==> src/rtl/control_unit_if.sv <==
// Control-unit bundle: datapath status and memory ready lines in,
// register enables, mux selects, ALU opcode and memory strobes out.
interface control_unit_if;
    logic [31:0] iIR;
    logic        iZero;
    logic        iInstrReady;
    logic        iMemReady;
    logic        oIrEn, oRaEn, oRbEn, oRz0En, oRz1En;
    logic        oRloEn, oRmEn, oRyEn, oRpcEn, oRpcTempEn;
    logic        oMbSel, oMincSel, oMpcSel;
    logic [2:0]  oMySel;
    logic [1:0]  oMcSel;
    logic [3:0]  oAluCtl;
    logic        oRfWrite;
    logic        oInstrRead, oMemRead, oMemWrite;
    logic        oHalted, oIllegal;

    modport master (
        input  iIR, iZero, iInstrReady, iMemReady,
        output oIrEn, oRaEn, oRbEn, oRz0En, oRz1En,
        output oRloEn, oRmEn, oRyEn, oRpcEn, oRpcTempEn,
        output oMbSel, oMincSel, oMpcSel, oMySel, oMcSel, oAluCtl,
        output oRfWrite, oInstrRead, oMemRead, oMemWrite,
        output oHalted, oIllegal
    );

    modport slave (
        output iIR, iZero, iInstrReady, iMemReady,
        input  oIrEn, oRaEn, oRbEn, oRz0En, oRz1En,
        input  oRloEn, oRmEn, oRyEn, oRpcEn, oRpcTempEn,
        input  oMbSel, oMincSel, oMpcSel, oMySel, oMcSel, oAluCtl,
        input  oRfWrite, oInstrRead, oMemRead, oMemWrite,
        input  oHalted, oIllegal
    );
endinterface

==> src/rtl/control_unit.sv <==
// Multicycle sequencer: FETCH/DECODE/EXECUTE/MEMORY/WRITEBACK/HALT.
// Outputs are decoded from the state register and the IR opcode.
module control_unit (
    input  logic           iClk,
    input  logic           iRst,
    control_unit_if.master bus
);
    typedef enum logic [2:0] {
        S_FETCH, S_DECODE, S_EXECUTE, S_MEMORY, S_WRITEBACK, S_HALT
    } state_t;

    state_t state_q, state_d;

    logic [4:0] op;
    logic       is_r, is_i, is_ld, is_st, is_md, is_hi, is_lo;
    logic       is_beq, is_jr, is_jal, is_nop, is_halt, legal;
    logic [3:0] alu_op;
    logic       unused_ir;

    assign op        = bus.iIR[31:27];
    assign unused_ir = ^bus.iIR[26:0];

    assign is_r    = op inside {5'b00011, 5'b00100, 5'b00101, 5'b00110};
    assign is_i    = op inside {5'b00111, 5'b01000, 5'b01001};
    assign is_ld   = op == 5'b00000;
    assign is_st   = op == 5'b00010;
    assign is_md   = op inside {5'b01111, 5'b10000};
    assign is_hi   = op == 5'b01010;
    assign is_lo   = op == 5'b01011;
    assign is_beq  = op == 5'b10010;
    assign is_jr   = op == 5'b10011;
    assign is_jal  = op == 5'b10100;
    assign is_nop  = op == 5'b11010;
    assign is_halt = op == 5'b11011;
    assign legal   = is_r | is_i | is_ld | is_st | is_md | is_hi | is_lo |
                     is_beq | is_jr | is_jal | is_nop | is_halt;

    always_comb begin
        unique case (op)
            5'b00100, 5'b10010: alu_op = 4'b0001;
            5'b00101, 5'b01000: alu_op = 4'b0011;
            5'b00110, 5'b01001: alu_op = 4'b0010;
            5'b01111:           alu_op = 4'b0101;
            5'b10000:           alu_op = 4'b0100;
            default:            alu_op = 4'b0000;
        endcase
    end

    always_comb begin
        state_d        = state_q;
        bus.oIrEn      = 1'b0;
        bus.oRaEn      = 1'b0;
        bus.oRbEn      = 1'b0;
        bus.oRz0En     = 1'b0;
        bus.oRz1En     = 1'b0;
        bus.oRloEn     = 1'b0;
        bus.oRmEn      = 1'b0;
        bus.oRyEn      = 1'b0;
        bus.oRpcEn     = 1'b0;
        bus.oRpcTempEn = 1'b0;
        bus.oMbSel     = 1'b0;
        bus.oMincSel   = 1'b0;
        bus.oMpcSel    = 1'b0;
        bus.oMySel     = 3'd0;
        bus.oMcSel     = 2'd0;
        bus.oAluCtl    = 4'b0000;
        bus.oRfWrite   = 1'b0;
        bus.oInstrRead = 1'b0;
        bus.oMemRead   = 1'b0;
        bus.oMemWrite  = 1'b0;
        bus.oHalted    = 1'b0;
        bus.oIllegal   = 1'b0;
        // Reset gates every output so strobes drop without waiting for a clock.
        if (!iRst) begin
            unique case (state_q)
                S_FETCH: begin
                    bus.oInstrRead = 1'b1;
                    if (bus.iInstrReady) begin
                        bus.oIrEn = 1'b1;
                        state_d   = S_DECODE;
                    end
                end
                S_DECODE: begin
                    bus.oRaEn   = 1'b1;
                    bus.oRbEn   = 1'b1;
                    bus.oRpcEn  = 1'b1;
                    bus.oMpcSel = 1'b1;
                    if (!legal) begin
                        bus.oIllegal = 1'b1;
                        state_d      = S_FETCH;
                    end else if (is_halt) begin
                        state_d = S_HALT;
                    end else if (is_nop) begin
                        state_d = S_FETCH;
                    end else begin
                        state_d = S_EXECUTE;
                    end
                end
                S_EXECUTE: begin
                    bus.oRpcTempEn = 1'b1;
                    if (is_r | is_i | is_ld | is_st) begin
                        bus.oAluCtl = alu_op;
                        bus.oRz0En  = 1'b1;
                        bus.oMbSel  = is_i | is_ld | is_st;
                        bus.oRmEn   = is_st;
                    end
                    if (is_md) begin
                        bus.oAluCtl = alu_op;
                        bus.oRz1En  = 1'b1;
                        bus.oRloEn  = 1'b1;
                    end
                    if (is_beq) begin
                        bus.oAluCtl  = alu_op;
                        bus.oRpcEn   = bus.iZero;
                        bus.oMincSel = 1'b1;
                        bus.oMpcSel  = 1'b1;
                    end
                    if (is_jr | is_jal) begin
                        bus.oRpcEn = 1'b1;
                    end
                    if (is_beq | is_jr | is_md) begin
                        state_d = S_FETCH;
                    end else begin
                        state_d = S_MEMORY;
                    end
                end
                S_MEMORY: begin
                    if (is_ld) begin
                        bus.oMemRead = 1'b1;
                        if (bus.iMemReady) begin
                            bus.oRyEn  = 1'b1;
                            bus.oMySel = 3'd2;
                            state_d    = S_WRITEBACK;
                        end
                    end else if (is_st) begin
                        bus.oMemWrite = 1'b1;
                        if (bus.iMemReady) begin
                            state_d = S_FETCH;
                        end
                    end else begin
                        bus.oRyEn = 1'b1;
                        unique case (1'b1)
                            is_hi:   bus.oMySel = 3'd1;
                            is_lo:   bus.oMySel = 3'd3;
                            is_jal:  bus.oMySel = 3'd4;
                            default: bus.oMySel = 3'd0;
                        endcase
                        state_d = S_WRITEBACK;
                    end
                end
                S_WRITEBACK: begin
                    bus.oRfWrite = 1'b1;
                    unique case (1'b1)
                        is_jal:               bus.oMcSel = 2'd3;
                        is_r | is_hi | is_lo: bus.oMcSel = 2'd2;
                        default:              bus.oMcSel = 2'd1;
                    endcase
                    state_d = S_FETCH;
                end
                S_HALT: begin
                    bus.oHalted = 1'b1;
                end
                default: state_d = S_FETCH;
            endcase
        end
    end

    always_ff @(posedge iClk or posedge iRst) begin
        if (iRst) state_q <= S_FETCH;
        else      state_q <= state_d;
    end
endmodule

==> src/flat_wrapper.sv <==
// flat-port wrapper written by rule: the top's interface ports become plain ports
module control_unit_flat 
  (iClk, iRst, bus_iIR, bus_iZero, bus_iInstrReady, bus_iMemReady, bus_oIrEn, bus_oRaEn, bus_oRbEn, bus_oRz0En, bus_oRz1En, bus_oRloEn, bus_oRmEn, bus_oRyEn, bus_oRpcEn, bus_oRpcTempEn, bus_oMbSel, bus_oMincSel, bus_oMpcSel, bus_oMySel, bus_oMcSel, bus_oAluCtl, bus_oRfWrite, bus_oInstrRead, bus_oMemRead, bus_oMemWrite, bus_oHalted, bus_oIllegal);
  control_unit_if bus_i ();
  input  logic iClk;
  input  logic iRst;
  input wire logic [$bits(bus_i.iIR)-1:0] bus_iIR;
  input wire logic [$bits(bus_i.iZero)-1:0] bus_iZero;
  input wire logic [$bits(bus_i.iInstrReady)-1:0] bus_iInstrReady;
  input wire logic [$bits(bus_i.iMemReady)-1:0] bus_iMemReady;
  output wire logic [$bits(bus_i.oIrEn)-1:0] bus_oIrEn;
  output wire logic [$bits(bus_i.oRaEn)-1:0] bus_oRaEn;
  output wire logic [$bits(bus_i.oRbEn)-1:0] bus_oRbEn;
  output wire logic [$bits(bus_i.oRz0En)-1:0] bus_oRz0En;
  output wire logic [$bits(bus_i.oRz1En)-1:0] bus_oRz1En;
  output wire logic [$bits(bus_i.oRloEn)-1:0] bus_oRloEn;
  output wire logic [$bits(bus_i.oRmEn)-1:0] bus_oRmEn;
  output wire logic [$bits(bus_i.oRyEn)-1:0] bus_oRyEn;
  output wire logic [$bits(bus_i.oRpcEn)-1:0] bus_oRpcEn;
  output wire logic [$bits(bus_i.oRpcTempEn)-1:0] bus_oRpcTempEn;
  output wire logic [$bits(bus_i.oMbSel)-1:0] bus_oMbSel;
  output wire logic [$bits(bus_i.oMincSel)-1:0] bus_oMincSel;
  output wire logic [$bits(bus_i.oMpcSel)-1:0] bus_oMpcSel;
  output wire logic [$bits(bus_i.oMySel)-1:0] bus_oMySel;
  output wire logic [$bits(bus_i.oMcSel)-1:0] bus_oMcSel;
  output wire logic [$bits(bus_i.oAluCtl)-1:0] bus_oAluCtl;
  output wire logic [$bits(bus_i.oRfWrite)-1:0] bus_oRfWrite;
  output wire logic [$bits(bus_i.oInstrRead)-1:0] bus_oInstrRead;
  output wire logic [$bits(bus_i.oMemRead)-1:0] bus_oMemRead;
  output wire logic [$bits(bus_i.oMemWrite)-1:0] bus_oMemWrite;
  output wire logic [$bits(bus_i.oHalted)-1:0] bus_oHalted;
  output wire logic [$bits(bus_i.oIllegal)-1:0] bus_oIllegal;
  assign bus_i.iIR = bus_iIR;
  assign bus_i.iZero = bus_iZero;
  assign bus_i.iInstrReady = bus_iInstrReady;
  assign bus_i.iMemReady = bus_iMemReady;
  assign bus_oIrEn = bus_i.oIrEn;
  assign bus_oRaEn = bus_i.oRaEn;
  assign bus_oRbEn = bus_i.oRbEn;
  assign bus_oRz0En = bus_i.oRz0En;
  assign bus_oRz1En = bus_i.oRz1En;
  assign bus_oRloEn = bus_i.oRloEn;
  assign bus_oRmEn = bus_i.oRmEn;
  assign bus_oRyEn = bus_i.oRyEn;
  assign bus_oRpcEn = bus_i.oRpcEn;
  assign bus_oRpcTempEn = bus_i.oRpcTempEn;
  assign bus_oMbSel = bus_i.oMbSel;
  assign bus_oMincSel = bus_i.oMincSel;
  assign bus_oMpcSel = bus_i.oMpcSel;
  assign bus_oMySel = bus_i.oMySel;
  assign bus_oMcSel = bus_i.oMcSel;
  assign bus_oAluCtl = bus_i.oAluCtl;
  assign bus_oRfWrite = bus_i.oRfWrite;
  assign bus_oInstrRead = bus_i.oInstrRead;
  assign bus_oMemRead = bus_i.oMemRead;
  assign bus_oMemWrite = bus_i.oMemWrite;
  assign bus_oHalted = bus_i.oHalted;
  assign bus_oIllegal = bus_i.oIllegal;
  control_unit u_core (.iClk(iClk), .iRst(iRst), .bus(bus_i));
endmodule
==> config.mk <==
export PLATFORM = sky130hd
export DESIGN_NAME = control_unit_flat
export DESIGN_NICKNAME = d
export VERILOG_FILES = /design/src/rtl/control_unit_if.sv /design/src/rtl/control_unit.sv /design/src/flat_wrapper.sv
export SDC_FILE = /design/constraint.sdc
export NUM_CORES = 1
export LEC_CHECK = 0
export CORE_MARGIN = 4
export CORE_UTILIZATION = 50
export DETAILED_ROUTE_END_ITERATION = 7
export DONT_BUFFER_PORTS = 1
export PLACE_DENSITY_LB_ADDON = 0.05
export SLEW_MARGIN = 20
export SYNTH_ARGS = -nofsm -noshare
export SYNTH_HDL_FRONTEND = slang
export SYNTH_SLANG_ARGS = --single-unit
==> constraint.sdc <==
create_clock -name iClk -period 1.4 [get_ports iClk]
set_clock_uncertainty 0.05 [all_clocks]
set_input_delay 0.07 -clock iClk [delete_from_list [all_inputs] [get_ports iClk]]
set_output_delay 0.07 -clock iClk [all_outputs]
set_load 0.02 [all_outputs]
==> results.py, run 1 <==
metrics = {
    "logic_synthesis": {
        "async_flop_share": 1.00,
        "synth_flop_cell": "dfrtp_1",
        "ys_ff_latch": 3,
        "avgSynthCellArea_um2": 6.79,
        "ys_types": 43,
        "ys_seq_area_frac": 0.0885,
        "netlist.area_leader.share": 0.0885,
        "synth_edf_count": 0,
        "yosys_warnings": 0,
        "syn-instance-count": 125,
        "synth_area_leaders": "dfrtp_1 8.8%, nand2b_1 6.6%, nor2_1 6.6%",
        "syn-num-nets": 166,
        "netlist_area_um2": 848,
        "synth_top_cell_by_area": "dfrtp_1",
    },
    "placed_design": {
        "dp.cells": 177,
        "dp_slack_ns": -0.168,
        "finalWeightedCongestion": 0.879,
        "dp_hpwl_um": 2390,
        "port_buffers": 0,
    },
    "outcome": {
        "stop_stage": "clock tree synthesis",
        "outcome": "stopped before the end",
        "firstError": "[ERROR DPL-0038] Utilization greater than 100%, impossible to legalize",
    },
    "die": {
        "die_h_um": 49.2,
        "start_util": 0.544,
        "num_rows": 14,
        "ios": 65,
        "die_w_um": 49.2,
    },
    "clocking": {
        "postCtsSetupBuffers": 15,
        "cts_resized": 53,
        "cts_buffers": 3,
        "cts_hold_buffers": 2,
        "clock-sinks": 3,
        "clock_path_buffers": 2,
        "cts.htree.levels": 1,
        "cts-root-buf": "clkbuf_4",
    },
}
==> Yosys cell counts (2+ instances only) <==
master / count
nor2_1: 15
a21oi_1: 11
nand2_1: 10
nand2b_1: 9
inv_1: 8
nor3_1: 7
buf_4: 6
ha_1: 4
nor4_1: 4
o21ai_0: 4
buf_2: 3
dfrtp_1: 3
o2bb2ai_1: 3
or3_1: 3
a21boi_0: 2
and2_1: 2
and4bb_1: 2
nand3_1: 2
o21bai_1: 2
o31ai_1: 2
==> cells by family after synthesis <==
logic type	count (synthesis)	share of synthesized area
AO/OA/AOI/OAI	31	0.258
adder cells (fa/ha/maj)	4	0.0590
buffers and inverters	21	0.145
flip-flops	3	0.0885
multiplexers	1	0.0133
other	1	0.00442
AND/OR/NAND/NOR	64	0.432
==> through the flow <==
| step | util | hold slack (ns) | instance area [µm²] |
|---|---|---|---|
| floorplan | - | -0.218 | 1010 |
| detailed placement | 0.835 | -0.197 | 1300 |
| global placement | 0.835 | -0.209 | 1300 |
==> run 2, diff against run 1 <==
CORE_AREA = 4 4 65 67   (was default)
CORE_MARGIN = default   (was 4)
CORE_UTILIZATION = default   (was 50)
DIE_AREA = 0 0 69 71   (was default)
PLACE_DENSITY_LB_ADDON = 0.15   (was 0.05)
clock period = 1.8 ns   (was 1.4 ns; I/O delays follow)
==> run 2 against run 1 <==
  * The flow now finishes without violations
  * Synthesized cell count unchanged
  * Synthesized area is the same
==> results.py, run 2 <==
metrics = {
    "placed_design": {
        "finalWeightedCongestion": 0.786,
        "dp_hpwl_um": 2120,
        "port_buffers": 0,
        "place_area_mm2": 0.00100,
    },
    "global_route": {
        "grt_pass1_wl_um": 4370,
        "grt_util_all_layers": 0.103,
        "grt_pass1_vias": 895,
        "grt_overflow": 0,
        "grt_max_degree": 24,
        "antenna_found_initial": 0,
    },
    "critical_path": {
        "r2r_setup_slack_ns": 0.15,
        "r2r_start": "u_core.state_q[2]",
        "cp-start-kind": "flop",
        "timing.rr.end": "u_core.state_q[2]",
        "cp_data_arrival_time_ns": 1.60,
        "worst_path_max_delay_cell": "dfrtp_1",
        "critPathMaxStageDelay_ns": 0.45,
        "crit_start": "u_core.state_q[2]",
        "crit_required_ns": 1.66,
        "endpoint_kind": "output pin",
        "reg2regPathDepth": 4,
        "cp_max_fo": 7,
        "crit_chain": "nor2_4, nand4_1, nor4_1, buf_4",
        "worstSetupPathType": "reg -> out",
        "endpoint": "bus_oMemRead",
    },
    "finish": {
        "design.final.nets": 184,
        "design_area_mm2": 0.00110,
        "final_layout_size_suffix_gt1_frac": 0.310,
        "final_common_cell": "buf_4",
        "fin_util": 0.302,
        "antenna-diode-count": 0,
        "largest-register": "u_core.state_q",
        "largest_register_ff_count": 3,
        "area_growth_syn_to_layout_pct": 29.5,
        "final_cell_mix": "24 x buf_4, 13 x nor2_1, 11 x a21oi_1, 10 x nand2_1",
        "nFillCells": 410,
        "largestRegisters": "u_core.state_q (3)",
    },
    "outcome": {
        "outcome": "finished clean",
    },
    "clocking": {
        "clk_latency_ns": 0.21,
        "clock_path_buffers": 2,
        "postCtsSetupBuffers": 0,
        "clkTransAtPathRegs_ns": 0.03,
        "cts_tree": "built",
        "cts.htree.levels": 1,
        "clock-sinks": 3,
        "cts_buffers": 3,
        "cts-root-buf": "clkbuf_8",
    },
    "timing": {
        "clock.fmax_ghz": 0.576,
        "rsz0062_at_grt": "yes",
        "whs_ns": 0.00689,
        "finalSetupTns_ns": 0,
        "setup_viol": 0,
        "finalCritPeriodShare": 0.965,
        "hold_viol": 0,
        "min_period_ns": 1.74,
        "drv_slew": 0,
    },
    "logic_synthesis": {
        "synth_adder_area_share": 0.0590,
        "yosys_warnings": 0,
        "synth_flop_cell": "dfrtp_1",
        "synth_top_cell_by_area": "dfrtp_1",
        "syn-instance-count": 125,
        "synth-xor-area-share": 0,
        "syn-num-nets": 166,
        "avgSynthCellArea_um2": 6.79,
        "async_flop_share": 1.00,
        "synth_area_leaders": "dfrtp_1 8.8%, nand2b_1 6.6%, nor2_1 6.6%",
        "synth_edf_count": 0,
        "synth-compound-area-share": 0.258,
        "ys_ff_latch": 3,
        "ys_types": 43,
        "synth_top_family_by_area": "simple AND/OR/NAND/NOR gates",
        "synthMuxAreaShare": 0.0133,
        "netlist.area_leader.share": 0.0885,
        "yosys.area_share.simple": 0.432,
        "synth_common_cells": "15 x nor2_1, 11 x a21oi_1, 10 x nand2_1, 9 x nand2b_1, 8 x inv_1",
        "synth.most_common_cell": "nor2_1",
        "netlist_area_um2": 848,
        "ys_seq_area_frac": 0.0885,
    },
    "power": {
        "cellLeakagePower_nw": 0.466,
        "total_power_uw": 884,
        "power_frac_clock": 0.218,
        "swShare": 0.454,
        "combPwrFrac": 0.624,
        "powerDensity_mw_per_mm2": 805,
        "ir_drop_uv": 285,
        "pwr-share-seq": 0.159,
        "internal_power_uw": 483,
        "switchingPower_uw": 401,
    },
    "detailed_routing": {
        "num_vias": 960,
        "first_pass_iters": 6,
        "first_iter_violations": 17,
        "finalWirelength_um": 2660,
        "ant_nets": 0,
        "route.detailed.drc": 0,
        "drt-wirelength-per-cell_um": 14.0,
        "via_per_inst": 5.05,
    },
    "worst_hold_path": {
        "hold_class": "in -> reg",
    },
    "die": {
        "die_w_um": 69,
        "coreArea_mm2": 0.00363,
        "die_h_um": 71,
        "start_util": 0.233,
        "dieArea_mm2": 0.00490,
        "num_rows": 22,
        "ios": 65,
    },
    "flow_run": {
        "maxCapViolCount": 0,
    },
}
run 2: worst min path at each step:
stage,to,depth (start not counted),startpoint
3_3_place_gp,u_core.state_q[2],1,iRst
5_1_grt,u_core.state_q[1],2,iRst
3_5_place_dp,u_core.state_q[2],1,iRst
2_1_floorplan,u_core.state_q[0],1,iRst
4_1_cts,u_core.state_q[1],2,iRst
6_report,u_core.state_q[1],2,iRst
run 2: per-stage QoR:
stage          instances  setup slack [ns]
2_1_floorplan        125          -0.00503
3_3_place_gp         185            0.0956
3_5_place_dp         185             0.112
4_1_cts              190            0.0257
5_1_grt              190           -0.0138
6_report             190            0.0633
run 2: logic make-up after synthesis:
family          Yosys count
simple gates             64
compound gates           31
buf+inv                  21
fa+ha+maj                 4
flops                     3
mux                       1
other cells               1
run 2: metal layers:
layer  wire length [µm]  GRT usage  vias to the layer above
met4                  0     0.0130                        0
met3                180     0.0156                        0
met5                  0          0                        -
met2               1240      0.174                       35
met1               1240      0.142                      448
li1                   -          -                      477
run 2: cell type report:
cell class | instances | area, µm² | share of cell area
Timing Repair Buffer | 25 | 190 | 0.173
Inverter | 9 | 33.8 | 0.0308
Sequential cell | 3 | 76.3 | 0.0695
Tap cell | 48 | 60.1 | 0.0547
Multi-Input combinational cell | 101 | 693 | 0.631
Clock buffer | 4 | 45.0 | 0.0410
run 2: critical path, delay by kind of cell, from the launching register on:
kind / cells / cell delay, ns
and+or+nand+nor: 3 / 0.73
buffers and inverters: 1 / 0.20
DFF: 1 / 0.45
run 2: what timing repair did:
action / CTS / global route
hold buffers: 1 / 0
gates resized for setup: 1 / 8
gates cloned: 0 / 0
hold endpoints to repair: 3 / 0
setup endpoints to repair: 2 / 6
run 2: power by group through the flow:
stage / combinational, mW / clock, mW / sequential, mW
2_1_floorplan: 0.430 / 0 / 0.116
3_3_place_gp: 0.532 / 0 / 0.132
3_5_place_dp: 0.532 / 0 / 0.132
4_1_cts: 0.536 / 0.197 / 0.132
5_1_grt: 0.600 / 0.203 / 0.145
6_report: 0.551 / 0.192 / 0.140
Note: power is estimated with default switching activity, not from simulation.
